--- src/rtl/casez_sel_gen.sv ---
// Purpose: turns a 4-bit result code back into the select pattern that a casez decoder maps to that code.
// Latency: the pattern is registered and appears the cycle after accept; it is held for HOLD_CYCLES, then a 1-cycle done follows.
// Backpressure: in_ready is high only in IDLE; one code is taken per IDLE visit, and abort in DRIVE drops the pattern early.
module casez_sel_gen #(
    parameter int HOLD_CYCLES = 4,
    parameter int CNT_W       = 8
) (
    input  logic             clk,
    input  logic             rst,
    input  logic [3:0]       code_in,
    input  logic             in_valid,
    output logic             in_ready,
    input  logic             abort,
    output logic [3:0]       sel_out,
    output logic             sel_valid,
    output logic             done,
    output logic             err,
    output logic [CNT_W-1:0] err_cnt
);

    typedef enum logic [1:0] {
        IDLE  = 2'd0,
        DRIVE = 2'd1,
        DONE  = 2'd2
    } state_t;

    // Hold counter reload value: the counter runs HOLD_CYCLES-1 down to 0.
    localparam logic [CNT_W-1:0] HOLD_LOAD = CNT_W'(HOLD_CYCLES - 1);

    state_t           state_q, state_d;
    logic [CNT_W-1:0] cnt_q, cnt_d;
    logic [3:0]       sel_out_q, sel_out_d;
    logic             sel_valid_q, sel_valid_d;
    logic             done_q, done_d;
    logic             err_q, err_d;
    logic [CNT_W-1:0] err_cnt_q, err_cnt_d;

    // Select pattern that the matching casez decoder resolves to each legal code.
    function automatic logic [3:0] code_to_sel(input logic [3:0] code);
        logic [3:0] sel;
        case (code)
            4'd0:    sel = 4'b0000;
            4'd1:    sel = 4'b1000;
            4'd2:    sel = 4'b0100;
            4'd3:    sel = 4'b0010;
            4'd4:    sel = 4'b0001;
            4'd5:    sel = 4'b1100;
            4'd6:    sel = 4'b1111;
            default: sel = 4'b0000;
        endcase
        return sel;
    endfunction

    // Codes 7..15 have no select pattern and are reported as errors.
    logic code_legal;
    assign code_legal = (code_in < 4'd7);

    // A code is only accepted while idle.
    assign in_ready = (state_q == IDLE);

    // Next-state and registered-output logic.
    always_comb begin
        state_d     = state_q;
        cnt_d       = cnt_q;
        sel_out_d   = sel_out_q;
        sel_valid_d = sel_valid_q;
        done_d      = 1'b0;
        err_d       = 1'b0;
        err_cnt_d   = err_cnt_q;
        case (state_q)
            IDLE: begin
                if (in_valid) begin
                    if (code_legal) begin
                        sel_out_d   = code_to_sel(code_in);
                        sel_valid_d = 1'b1;
                        cnt_d       = HOLD_LOAD;
                        state_d     = DRIVE;
                    end else begin
                        err_d = 1'b1;
                        if (err_cnt_q != {CNT_W{1'b1}}) begin
                            err_cnt_d = err_cnt_q + 1'b1;
                        end
                    end
                end
            end
            DRIVE: begin
                // Abort wins over a hold that happens to be finishing this cycle.
                if (abort) begin
                    sel_out_d   = 4'b0000;
                    sel_valid_d = 1'b0;
                    state_d     = IDLE;
                end else if (cnt_q == '0) begin
                    sel_out_d   = 4'b0000;
                    sel_valid_d = 1'b0;
                    done_d      = 1'b1;
                    state_d     = DONE;
                end else begin
                    cnt_d = cnt_q - 1'b1;
                end
            end
            DONE: begin
                state_d = IDLE;
            end
            default: begin
                sel_out_d   = 4'b0000;
                sel_valid_d = 1'b0;
                state_d     = IDLE;
            end
        endcase
    end

    // State and output registers; reset drops any live pattern immediately.
    always_ff @(posedge clk or posedge rst) begin
        if (rst) begin
            state_q     <= IDLE;
            cnt_q       <= '0;
            sel_out_q   <= 4'b0000;
            sel_valid_q <= 1'b0;
            done_q      <= 1'b0;
            err_q       <= 1'b0;
            err_cnt_q   <= '0;
        end else begin
            state_q     <= state_d;
            cnt_q       <= cnt_d;
            sel_out_q   <= sel_out_d;
            sel_valid_q <= sel_valid_d;
            done_q      <= done_d;
            err_q       <= err_d;
            err_cnt_q   <= err_cnt_d;
        end
    end

    assign sel_out   = sel_out_q;
    assign sel_valid = sel_valid_q;
    assign done      = done_q;
    assign err       = err_q;
    assign err_cnt   = err_cnt_q;

endmodule

--- config.mk ---
export PLATFORM = sky130hd
export DESIGN_NAME = casez_sel_gen
export DESIGN_NICKNAME = d
export VERILOG_FILES = /design/src/rtl/casez_sel_gen.sv
export SDC_FILE = /design/constraint.sdc
export NUM_CORES = 1
export LEC_CHECK = 0
export ABC_AREA = 1
export CAP_MARGIN = 10
export CORE_ASPECT_RATIO = 0.8
export CORE_MARGIN = 2
export CORE_UTILIZATION = 40
export DETAILED_ROUTE_END_ITERATION = 10
export PLACE_DENSITY_LB_ADDON = 0.3
export SKIP_LAST_GASP = 1
export SLEW_MARGIN = 20
export SYNTH_ARGS = -nofsm -noshare
export SYNTH_HDL_FRONTEND = slang
export SYNTH_SLANG_ARGS = --single-unit
export TNS_END_PERCENT = 50
--- constraint.sdc ---
create_clock -name clk -period 2.9 [get_ports clk]
set_input_delay 0.58 -clock clk [delete_from_list [all_inputs] [get_ports clk]]
set_output_delay 0.58 -clock clk [all_outputs]
set_load 0.1 [all_outputs]
== Word level (Yosys, flattened, before mapping) ==
Cells that the tools add are included.

* Register bits after elaboration: 25
* Output and inout bits: 16

* Add/subtract/negate cells: 2
* $lt $le $gt $ge: 1
* Eq/ne operators: 14
* Multiplexer cells: 27
* Bitwise gates (word level): 2
* Reductions and logical operators: 7

{| class="wikitable"
|+ Operators with widths
! operator !! count
|-
| $mux W8 || 4
|-
| $pmux W4 S6 || 1
|-
| $mux W4 || 4
|-
| $pmux W8 S2 || 1
|-
| $eq A4 B3 Y1 const B || 3
|-
| $pmux W4 S3 || 1
|-
| $mux W1 || 10
|-
| $add A8 B1 Y8 const B || 1
|-
| $eq A4 B2 Y1 const B || 2
|-
| $logic_not A8 Y1 || 1
|-
| $mux W2 || 4
|-
| $ne A8 B8 Y1 const B || 1
|-
| $reduce_and A4 Y1 || 2
|-
| $sub A8 B1 Y8 const B || 1
|-
| $ne A2 B2 Y1 const B || 3
|-
| $reduce_and A5 Y1 || 1
|-
| $eq A4 B1 Y1 const B || 1
|-
| $lt A4 B3 Y1 const B || 1
|-
| $pmux W2 S2 || 1
|-
| $ne A3 B3 Y1 const B || 1
|-
| $pmux W1 S3 || 1
|-
| $reduce_and A3 Y1 || 1
|-
| $eq A2 B1 Y1 const B || 1
|-
| $eq A2 B2 Y1 const B || 1
|-
| other kinds (4) || 5
|}

== Longest topological paths before layout ==
Gate-level depths: netlist of the first run.

* Depth in word-level cells: 5
* Gate-level depth with buffers: 8
* Depth with buffers taken out: 8

== Least setup slack after synthesis of the first run ==
Ideal clock, no wire load.

* Path kind: register to register
* Start: register err_cnt_q[0] (netlist: err_cnt[0])
* End: register err_cnt_q[2] (netlist: err_cnt[2])
* Setup time: 0.125 ns
* Data arrival time: 1.956 ns
* Required time: 2.775 ns
* Path slack: 0.819 ns
* Cell stages (with the launch flop): 9
* Period minus slack after synthesis: 2.081 ns
* Path through: dfrtp_1 -> ha_1 -> inv_1 -> nor2_1 -> nand4_1 -> nand2_1 -> nor2_4 -> nand2_1 -> nand2_1

* Cells in the longest elaborated chain, start to end: 2
* Elaborated cells between the ends (all ways): 3

{| class="wikitable"
|+ Ends and longest elaborated chain
! item !! RTL line !! RTL
|-
| start: declaration || 36 || <nowiki>logic [CNT_W-1:0] err_cnt_q, err_cnt_d;</nowiki>
|-
| start signal: assignment || 129 || <nowiki>err_cnt_q <= err_cnt_d;</nowiki>
|-
| parallel branches: the longest is 2 deep, another holds $add A8 B1 Y8 || n/a ||
|}

Parallel ways; which one is timed is not known.
A chain may end at the register's enable or synchronous reset.

== Worst setup path in the final report of the first run ==
* Start: register state_q[0]
* End: output port in_ready

* Cells in the longest elaborated chain, start to end: 1

{| class="wikitable"
|+ Ends and longest elaborated chain
! item !! RTL line !! RTL
|-
| start: declaration || 30 || <nowiki>state_t state_q, state_d;</nowiki>
|-
| start signal: assignment || 123 || <nowiki>state_q <= state_d;</nowiki>
|-
| $logic_not A2 Y1 || 59 || <nowiki>assign in_ready = (state_q == IDLE);</nowiki>
|-
| end: declaration || 12 || <nowiki>output logic in_ready,</nowiki>
|}

No other way between the ends.

==> results of run 1 <==
[worst min path at each step]
stage / from / to / slack [ns] / cells past startpoint
2_1_floorplan: cnt_q[0]$_DFFE_PP0P_ / cnt_q[0]$_DFFE_PP0P_ / 0.45 / 1
3_3_place_gp: cnt_q[0]$_DFFE_PP0P_ / cnt_q[0]$_DFFE_PP0P_ / 0.46 / 1
3_5_place_dp: sel_valid$_DFFE_PP0P_ / sel_valid$_DFFE_PP0P_ / 0.47 / 2
4_1_cts: cnt_q[0]$_DFFE_PP0P_ / cnt_q[0]$_DFFE_PP0P_ / 0.48 / 1
5_1_grt: cnt_q[0]$_DFFE_PP0P_ / cnt_q[0]$_DFFE_PP0P_ / 0.49 / 1
6_report: cnt_q[0]$_DFFE_PP0P_ / cnt_q[0]$_DFFE_PP0P_ / 0.48 / 1
[per-stage QoR]
stage | power (uW) | setup WS [ns]
6_report | 1759 | 1.086
5_1_grt | 1898 | 0.9803
4_1_cts | 1775 | 1.055
3_5_place_dp | 1566 | 0.8605
3_3_place_gp | 1559 | 0.9167
2_1_floorplan | 1361 | 0.8190
[power groups by stage]
| stage | clock network (uW) | registers, uW | logic, uW |
|---|---|---|---|
| after floorplan | 0 | 909 | 452 |
| after global placement | 0 | 563 | 996 |
| after detailed placement | 0 | 559 | 1010 |
| after CTS | 212 | 555 | 1010 |
| after global routing | 225 | 573 | 1100 |
| final | 204 | 555 | 1000 |
[critical path, cell delays in order (launching register included)]
cell and delay [ns]:
dfrtp_1 0.45, nor2_4 0.20, buf_4 0.32
[routing by layer]
| layer | track usage | part of all wire | routed length, um |
|---|---|---|---|
| met5 | 0 | 0 | 0 |
| met4 | 0.03235 | 0.0091 | 26 |
| met3 | 0.04000 | 0.039 | 113 |
| met2 | 0.2341 | 0.40 | 1160 |
| met1 | 0.2286 | 0.55 | 1571 |
[final cells by class]
cell class | count | area [um2]
clock buffers | 4 | 45.04
fillers | 340 | 1707
inverters | 21 | 78.83
multi-input cells | 146 | 740.7
flip-flops and latches | 25 | 625.6
well taps | 42 | 52.55
repair buffers | 24 | 197.7
[cell families after synthesis]
| kind of cell | share of synthesized area |
|---|---|
| AO/OA/AOI/OAI | 0.06754 |
| adder cells (fa/ha/maj) | 0.02598 |
| flip-flops | 0.4329 |
| XOR/XNOR | 0.05454 |
| buffers and inverters | 0.05455 |
| AND/OR/NAND/NOR | 0.3645 |
[sequential cells by signal, summed over array words and instances, names as in the netlist]
register / count
sel_out: 4
cnt_q: 8
sel_valid: 1
done: 1
err_cnt: 8
err: 1
state_q: 2
[layout by cell type, fill, tap and decap left out, drive strengths merged]
master and instances:
a21oi 3, buf 17, clkbuf 4, clkdlybuf4s50 7
dfrtp 25, ha 3, inv 21, nand2 74
nand3 14, nand4 6, nor2 21, nor3 3
o21ai 12, o21bai 1, xnor2 4, xor2 5
==> impl_metrics.json, run 1 <==
{
  "relSlewSlack": 0.7875,
  "p_per_area_nw_per_um2": 1011,
  "yosysMostFrequentCell": "nand2_1",
  "syn_inst": 192,
  "path_clk_slew_ns": 0.08,
  "slew_violations": 0,
  "ctsHtreeMaxLevel": 1,
  "clock_sinks": 25,
  "synth_fp_nets": 203,
  "grt_setup_unrepaired": "no",
  "root_buffer": "clkbuf_8",
  "cts.repair.resized": 0,
  "grt_pass1_wl_um": 5099,
  "synth-seq-cells": 25,
  "synth_edf_count": 0,
  "p_int_uw": 804.9,
  "reg2reg_from": "err_cnt[0]$_DFFE_PP0P_",
  "vias": 1241,
  "synthDistinctLibCells": 19,
  "yosys-top-cells-count": "71 x nand2_1, 25 x dfrtp_1, 21 x inv_1",
  "grt_max_degree": 26,
  "initialDrtViolationCount": 48,
  "synthFlopType": "dfrtp_1",
  "cts_tree": "yes",
  "drt-total-wl_um": 2870,
  "critPathLaunchType": "flip-flop",
  "yosys-top-cells-area": "dfrtp_1 43%, nand2_1 18%, inv_1 5.5%",
  "coreArea_um2": 3447,
  "clock_latency_ns": 0.26,
  "dpl_cell_area_um2": 1695,
  "insertedDiodeCount": 0,
  "wl_per_cell_um": 10.95,
  "dp_cells": 258,
  "fin_util": 0.5049,
  "numCtsBuffers": 3,
  "worstMarginPinSlew_ns": 0.3188,
  "post-synth-top-area-cell": "dfrtp_1",
  "syn_area_um2": 1445,
  "finalCritPeriodShare": 0.6256,
  "grt_pass1_vias": 1165,
  "crit_type": "reg2out",
  "grtUsageTotal": 0.1557,
  "drive_above_1_share": 0.1318,
  "die-area_um2": 4113,
  "finalSetupViolations": 0,
  "overflow": 0,
  "fp-row-count": 19,
  "final_nets": 232,
  "dpl.hpwl_um": 2190,
  "p_leak_uw": 0.0009589,
  "dr.pass1.iters": 4,
  "share_seq_of_total_power": 0.316,
  "ys_warn_count": 0,
  "antenna_found_initial": 0,
  "die_x_um": 71.20,
  "startpoint": "state_q[0]$_DFFE_PP0P_",
  "die_y_um": 57.76,
  "synthToLayoutAreaGrowth_pct": 20.43,
  "r2r_cells": 8,
  "p_sw_frac": 0.5425,
  "cts_hold_buf": 0,
  "hp-class": "reg2reg",
  "tns_ns": 0,
  "synthArstFlopShare": 1.000,
  "synth_top_area_frac": 0.4329,
  "start_util": 0.4192,
  "required_ns": 2.32,
  "r2r_setup_slack_ns": 1.36,
  "final_cell_area_um2": 1740,
  "hold_viol_final": 0,
  "fmax_mhz": 551.2,
  "ys_seq_area_frac": 0.4329,
  "final_cell_count_no_fill": 262,
  "max-cap-violations": 0,
  "ios": 24,
  "ant_nets": 0,
  "status": "complete, no violations",
  "cp_max_fo": 7,
  "skew_ns": 0.002869,
  "drc_errors": 0,
  "gp_congestion": 0.7793,
  "p_comb_frac": 0.568,
  "power.switching_uw": 954.6,
  "cp-endpoint": "in_ready",
  "ir_worst_vdd_v": 0.0003371,
  "via_per_inst": 4.737,
  "cts_buffer_depth": 2,
  "cp-end-kind": "output pin",
  "cp_data_arrival_time_ns": 1.23,
  "hold_slack_ns": 0.4808,
  "r2r_end": "err_cnt[6]$_DFFE_PP0P_",
  "period_minus_slack_ns": 1.814,
  "syn_avg_cell_area_um2": 7.527,
  "port_buffers": 23,
  "post_cts_buffers": 0,
  "p_clk_frac": 0.116
}
Power figures use the tool's default switching activity.
==> run 2, diff against run 1 <==
==> constraint.sdc (replaced) <==
create_clock -name clk -period 1.7 [get_ports clk]
set_input_delay 0.34 -clock clk [delete_from_list [all_inputs] [get_ports clk]]
set_output_delay 0.34 -clock clk [all_outputs]
set_load 0.1 [all_outputs]
==> run 2 against run 1 <==
Compared with the run above: first-iteration DRC count increased by 63%; global-route usage decreased by 0.39 points; non-clock buffer count increased by 1; count of clock-buffer cells in the layout decreased by 1; worst hold slack got worse by 0.067 ns; clock skew increased by 0.0030 ns; flip-flop and latch count unchanged; utilization increased by 6.6 points.
==> impl_metrics.json, run 2 (synthesized netlist as in run 1, its figures left out) <==
{
  "cts_hold_buf": 0,
  "finalCritPeriodShare": 0.9050,
  "r2r_cells": 8,
  "clock_latency_ns": 0.27,
  "finalSetupViolations": 0,
  "insertedDiodeCount": 0,
  "worstMarginPinSlew_ns": 0.3250,
  "critPathLaunchType": "flip-flop",
  "numCtsBuffers": 3,
  "reg2reg_from": "err_cnt[0]$_DFFE_PP0P_",
  "port_buffers": 23,
  "skew_ns": 0.005868,
  "die-area_um2": 4113,
  "clock_sinks": 25,
  "period_minus_slack_ns": 1.539,
  "start_util": 0.4192,
  "p_leak_uw": 0.001009,
  "path_clk_slew_ns": 0.09,
  "ctsHtreeMaxLevel": 1,
  "dr.pass1.iters": 4,
  "ir_worst_vdd_v": 0.0009873,
  "die_x_um": 71.20,
  "status": "complete, no violations",
  "relSlewSlack": 0.7833,
  "grt_pass1_vias": 1120,
  "antenna_found_initial": 0,
  "initialDrtViolationCount": 78,
  "final_nets": 233,
  "cts_buffer_depth": 2,
  "r2r_setup_slack_ns": 0.16,
  "tns_ns": 0,
  "dpl.hpwl_um": 2188,
  "drt-total-wl_um": 2879,
  "drive_above_1_share": 0.1765,
  "via_per_inst": 4.802,
  "coreArea_um2": 3447,
  "max-cap-violations": 0,
  "hold_slack_ns": 0.4134,
  "layout.cells.most_common_list": "69 x nand2_1, 21 x inv_1, 19 x dfrtp_1, 17 x nor2_1, 16 x buf_12",
  "grt_pass1_wl_um": 4940,
  "p_per_area_nw_per_um2": 1690,
  "fmax_mhz": 650.0,
  "cp_max_fo": 9,
  "final_common_cell": "nand2_1",
  "cp_data_arrival_time_ns": 1.76,
  "crit_type": "reg2reg",
  "hp-class": "in2async",
  "grtUsageTotal": 0.1519,
  "synthToLayoutAreaGrowth_pct": 36.28,
  "drc_errors": 0,
  "r2r_end": "err_cnt[7]$_DFFE_PP0P_",
  "hold_viol_final": 0,
  "post_cts_buffers": 0,
  "wl_per_cell_um": 10.95,
  "cts_tree": "yes",
  "vias": 1263,
  "root_buffer": "clkbuf_8",
  "grt_setup_unrepaired": "no",
  "fp-row-count": 19,
  "required_ns": 1.92,
  "ios": 24,
  "die_y_um": 57.76,
  "fillers": 300,
  "overflow": 0,
  "cp-end-kind": "flip-flop",
  "gp_congestion": 0.8121,
  "ant_nets": 0,
  "slew_violations": 0,
  "grt_max_degree": 26
}
-- run 2: what timing repair did --
item | CTS | global route
hold endpoints to repair | 0 | 0
gates resized for setup | 0 | 1
setup endpoints to repair | 0 | 5
-- run 2: worst max path at each step --
stage          depth (start not counted)                     end              startpoint  slack, ns
2_1_floorplan                          6    cnt_q[3]$_DFFE_PP0P_  state_q[1]$_DFFE_PP0P_     -0.002
3_3_place_gp                           7  err_cnt[2]$_DFFE_PP0P_              code_in[1]      -0.02
3_5_place_dp                           7  err_cnt[7]$_DFFE_PP0P_              code_in[1]       -0.1
4_1_cts                                8  err_cnt[7]$_DFFE_PP0P_  err_cnt[0]$_DFFE_PP0P_       0.08
5_1_grt                                6   sel_valid$_DFFE_PP0P_    cnt_q[4]$_DFFE_PP0P_     0.0007
6_report                               8  err_cnt[7]$_DFFE_PP0P_  err_cnt[0]$_DFFE_PP0P_       0.16
-- run 2: per-stage QoR --
step	cells	area, um2	utilization	setup WS [ns]	total power, uW
CTS	263	1967	0.5706	0.08027	3354
finish	263	1969	0.5713	0.1615	3329
floorplan	192	1460	-	-0.001564	2347
detailed placement	259	1918	0.5564	-0.09839	2982
global route	263	1969	0.5713	0.0007321	3552
global placement	259	1918	0.5564	-0.01950	2967
-- run 2: final cells by class --
cell class | instances | area (um2) | area share
inverter | 21 | 78.83 | 0.04003
multi-input combinational | 146 | 745.7 | 0.3787
timing repair buffer | 25 | 405.4 | 0.2058
clock buffer | 3 | 41.29 | 0.02097
sequential | 25 | 638.1 | 0.3240
tap | 42 | 52.55 | 0.02668
clock inverter | 1 | 7.507 | 0.003812
-- run 2: where the power goes --
part / leakage (uW) / internal [uW] / total [uW] / switching (uW)
clock network: 0.0000217 / 166 / 364 / 197
logic: 0.000663 / 681 / 1940 / 1260
registers: 0.000324 / 783 / 1020 / 242
total: 0.00101 / 1630 / 3330 / 1700
-- run 2: layer usage --
metal / up-vias / part of all wire / track usage
li1: 668 / - / -
met1: 570 / 0.53 / 0.2252
met3: 2 / 0.033 / 0.02783
met5: - / 0 / 0
met4: 0 / 0.0094 / 0.05660
met2: 23 / 0.43 / 0.2222
-- run 2: critical path, cell delays in order (launching register included) --
cell and delay (ns):
dfrtp_4 0.52, ha_1 0.23, inv_1 0.07, nor2_1 0.06, nand4_1 0.08, nand2_2 0.13, nor2_4 0.22, nand2_1 0.09
nand2_1 0.07
==> run 3, diff against run 2 <==
==> constraint.sdc (replaced) <==
create_clock -name clk -period 1.7 [get_ports clk]
set_input_delay 0.17 -clock clk [delete_from_list [all_inputs] [get_ports clk]]
set_output_delay 0.17 -clock clk [all_outputs]
set_load 0.1 [all_outputs]
==> run 3 against run 2 <==
Compared with the run above: fmax increased by 0.43%; worst hold slack got worse by 0.17 ns; critical path depth unchanged; critical endpoint is now err_cnt[3]$_DFFE_PP0P_; largest power group unchanged.
==> impl_metrics.json, run 3 (synthesized netlist as in run 1, its figures left out) <==
{
  "worst_slack_ns": 0.1681,
  "root_buffer": "clkbuf_8",
  "fmax_mhz": 652.8,
  "final_nets": 233,
  "finalCritPeriodShare": 0.9011,
  "startpoint": "err_cnt[0]$_DFFE_PP0P_",
  "worstMarginPinSlew_ns": 0.3221,
  "final_common_cell": "nand2_1",
  "fp-row-count": 19,
  "cts.repair.resized": 0,
  "start_util": 0.4192,
  "period_minus_slack_ns": 1.532,
  "numCtsBuffers": 3,
  "finalSetupViolations": 0,
  "max-cap-violations": 0,
  "cts_buffer_depth": 2,
  "final_cell_area_um2": 1878,
  "cp-end-kind": "flip-flop",
  "cp_data_arrival_time_ns": 1.74,
  "fillers": 302,
  "via_per_inst": 4.875,
  "relSlewSlack": 0.7853,
  "die-area_um2": 4113,
  "overflow": 0,
  "r2r_cells": 8,
  "grtUsageTotal": 0.1638,
  "drt-total-wl_um": 2890,
  "r2r_end": "err_cnt[3]$_DFFE_PP0P_",
  "slew_violations": 0,
  "power.total_uw": 3229,
  "die_x_um": 71.20,
  "critPathLaunchType": "flip-flop",
  "final_cell_count_no_fill": 263,
  "ir_worst_vdd_v": 0.0007895,
  "antenna_found_initial": 0,
  "grt_setup_unrepaired": "yes",
  "dpl_cell_area_um2": 1831,
  "grt_pass1_vias": 1161,
  "ios": 24,
  "post_cts_buffers": 0,
  "drive_above_1_share": 0.1719,
  "drc_errors": 0,
  "clock_latency_ns": 0.27,
  "vias": 1282,
  "synthToLayoutAreaGrowth_pct": 29.96,
  "die_y_um": 57.76,
  "skew_ns": 0.0009534,
  "required_ns": 1.91,
  "port_buffers": 23,
  "grt_pass1_wl_um": 5285,
  "layout.cells.most_common_list": "69 x nand2_1, 21 x inv_1, 19 x dfrtp_1, 17 x nor2_1, 14 x nand3_1",
  "reg2reg_from": "err_cnt[0]$_DFFE_PP0P_",
  "p_per_area_nw_per_um2": 1719,
  "initialDrtViolationCount": 73,
  "status": "complete, no violations",
  "pre_cts_slack_ns": 0.09423,
  "r2r_setup_slack_ns": 0.17,
  "cp_max_fo": 9,
  "cts_tree": "yes",
  "path_clk_slew_ns": 0.09,
  "p_leak_uw": 0.0009874,
  "hold_slack_ns": 0.2443,
  "dp_cells": 259,
  "ctsHtreeMaxLevel": 1,
  "dpl.hpwl_um": 2140,
  "dr.pass1.iters": 4,
  "grt_max_degree": 26,
  "ant_nets": 0,
  "hold_viol_final": 0,
  "crit_type": "reg2reg",
  "cp-endpoint": "err_cnt[3]$_DFFE_PP0P_",
  "cts_hold_buf": 0,
  "insertedDiodeCount": 0,
  "coreArea_um2": 3447,
  "wl_per_cell_um": 10.99,
  "hp-class": "in2async",
  "gp_congestion": 0.8089,
  "clock_sinks": 25
}
-- run 3: cell count changes in the layout (fill, tap and decap cells not counted) --
cell	change
buf_12	-7
buf_4	+7
clkbuf_1	+1
clkinvlp_4	-1
-- run 3: cell type report --
type | count | area, um2 | area share
inverters | 21 | 78.83 | 0.04197
repair buffers | 25 | 317.8 | 0.1692
well taps | 42 | 52.55 | 0.02798
clock buffers | 4 | 45.04 | 0.02398
flip-flops and latches | 25 | 638.1 | 0.3398
multi-input cells | 146 | 745.7 | 0.3971
-- run 3: stage by stage --
| step | utilization | TNS [ns] |
|---|---|---|
| 6_report | 0.5448 | 0 |
| 5_1_grt | 0.5448 | -0.008819 |
| 3_5_place_dp | 0.5310 | 0 |
| 4_1_cts | 0.5441 | 0 |
| 3_3_place_gp | 0.5310 | 0 |
| 2_1_floorplan | - | -0.002032 |
-- run 3: power breakdown --
| group | internal [uW] | switching, uW |
|---|---|---|
| logic | 595 | 1270 |
| clock network | 168 | 195 |
| registers | 782 | 219 |
-- run 3: worst min path at each step --
stage / endpoint / slack [ns] / cells after the start / from
final: cnt_q[6]$_DFFE_PP0P_ / 0.24 / 3 / rst
after global routing: err$_DFF_PP0_ / 0.29 / 3 / rst
after CTS: cnt_q[6]$_DFFE_PP0P_ / 0.26 / 3 / rst
after detailed placement: sel_out[0]$_DFFE_PP0P_ / 0.47 / 2 / sel_out[0]$_DFFE_PP0P_
after global placement: sel_valid$_DFFE_PP0P_ / 0.46 / 2 / sel_valid$_DFFE_PP0P_
after floorplan: cnt_q[0]$_DFFE_PP0P_ / 0.20 / 1 / rst
-- run 3: per-layer routing --
metal  GRT usage  wire length [um]
met1      0.2352              1514
met2      0.2460              1219
met3     0.03652               113
met4     0.05660                42
met5           0                 0
-- run 3: worst max-delay path: stages (launching register included) --
cell and delay (ns):
dfrtp_4 0.52, ha_1 0.23, inv_1 0.07, nor2_1 0.07, nand4_1 0.08, nand2_2 0.12
nor2_4 0.23, nand2_1 0.07, nand2_1 0.07
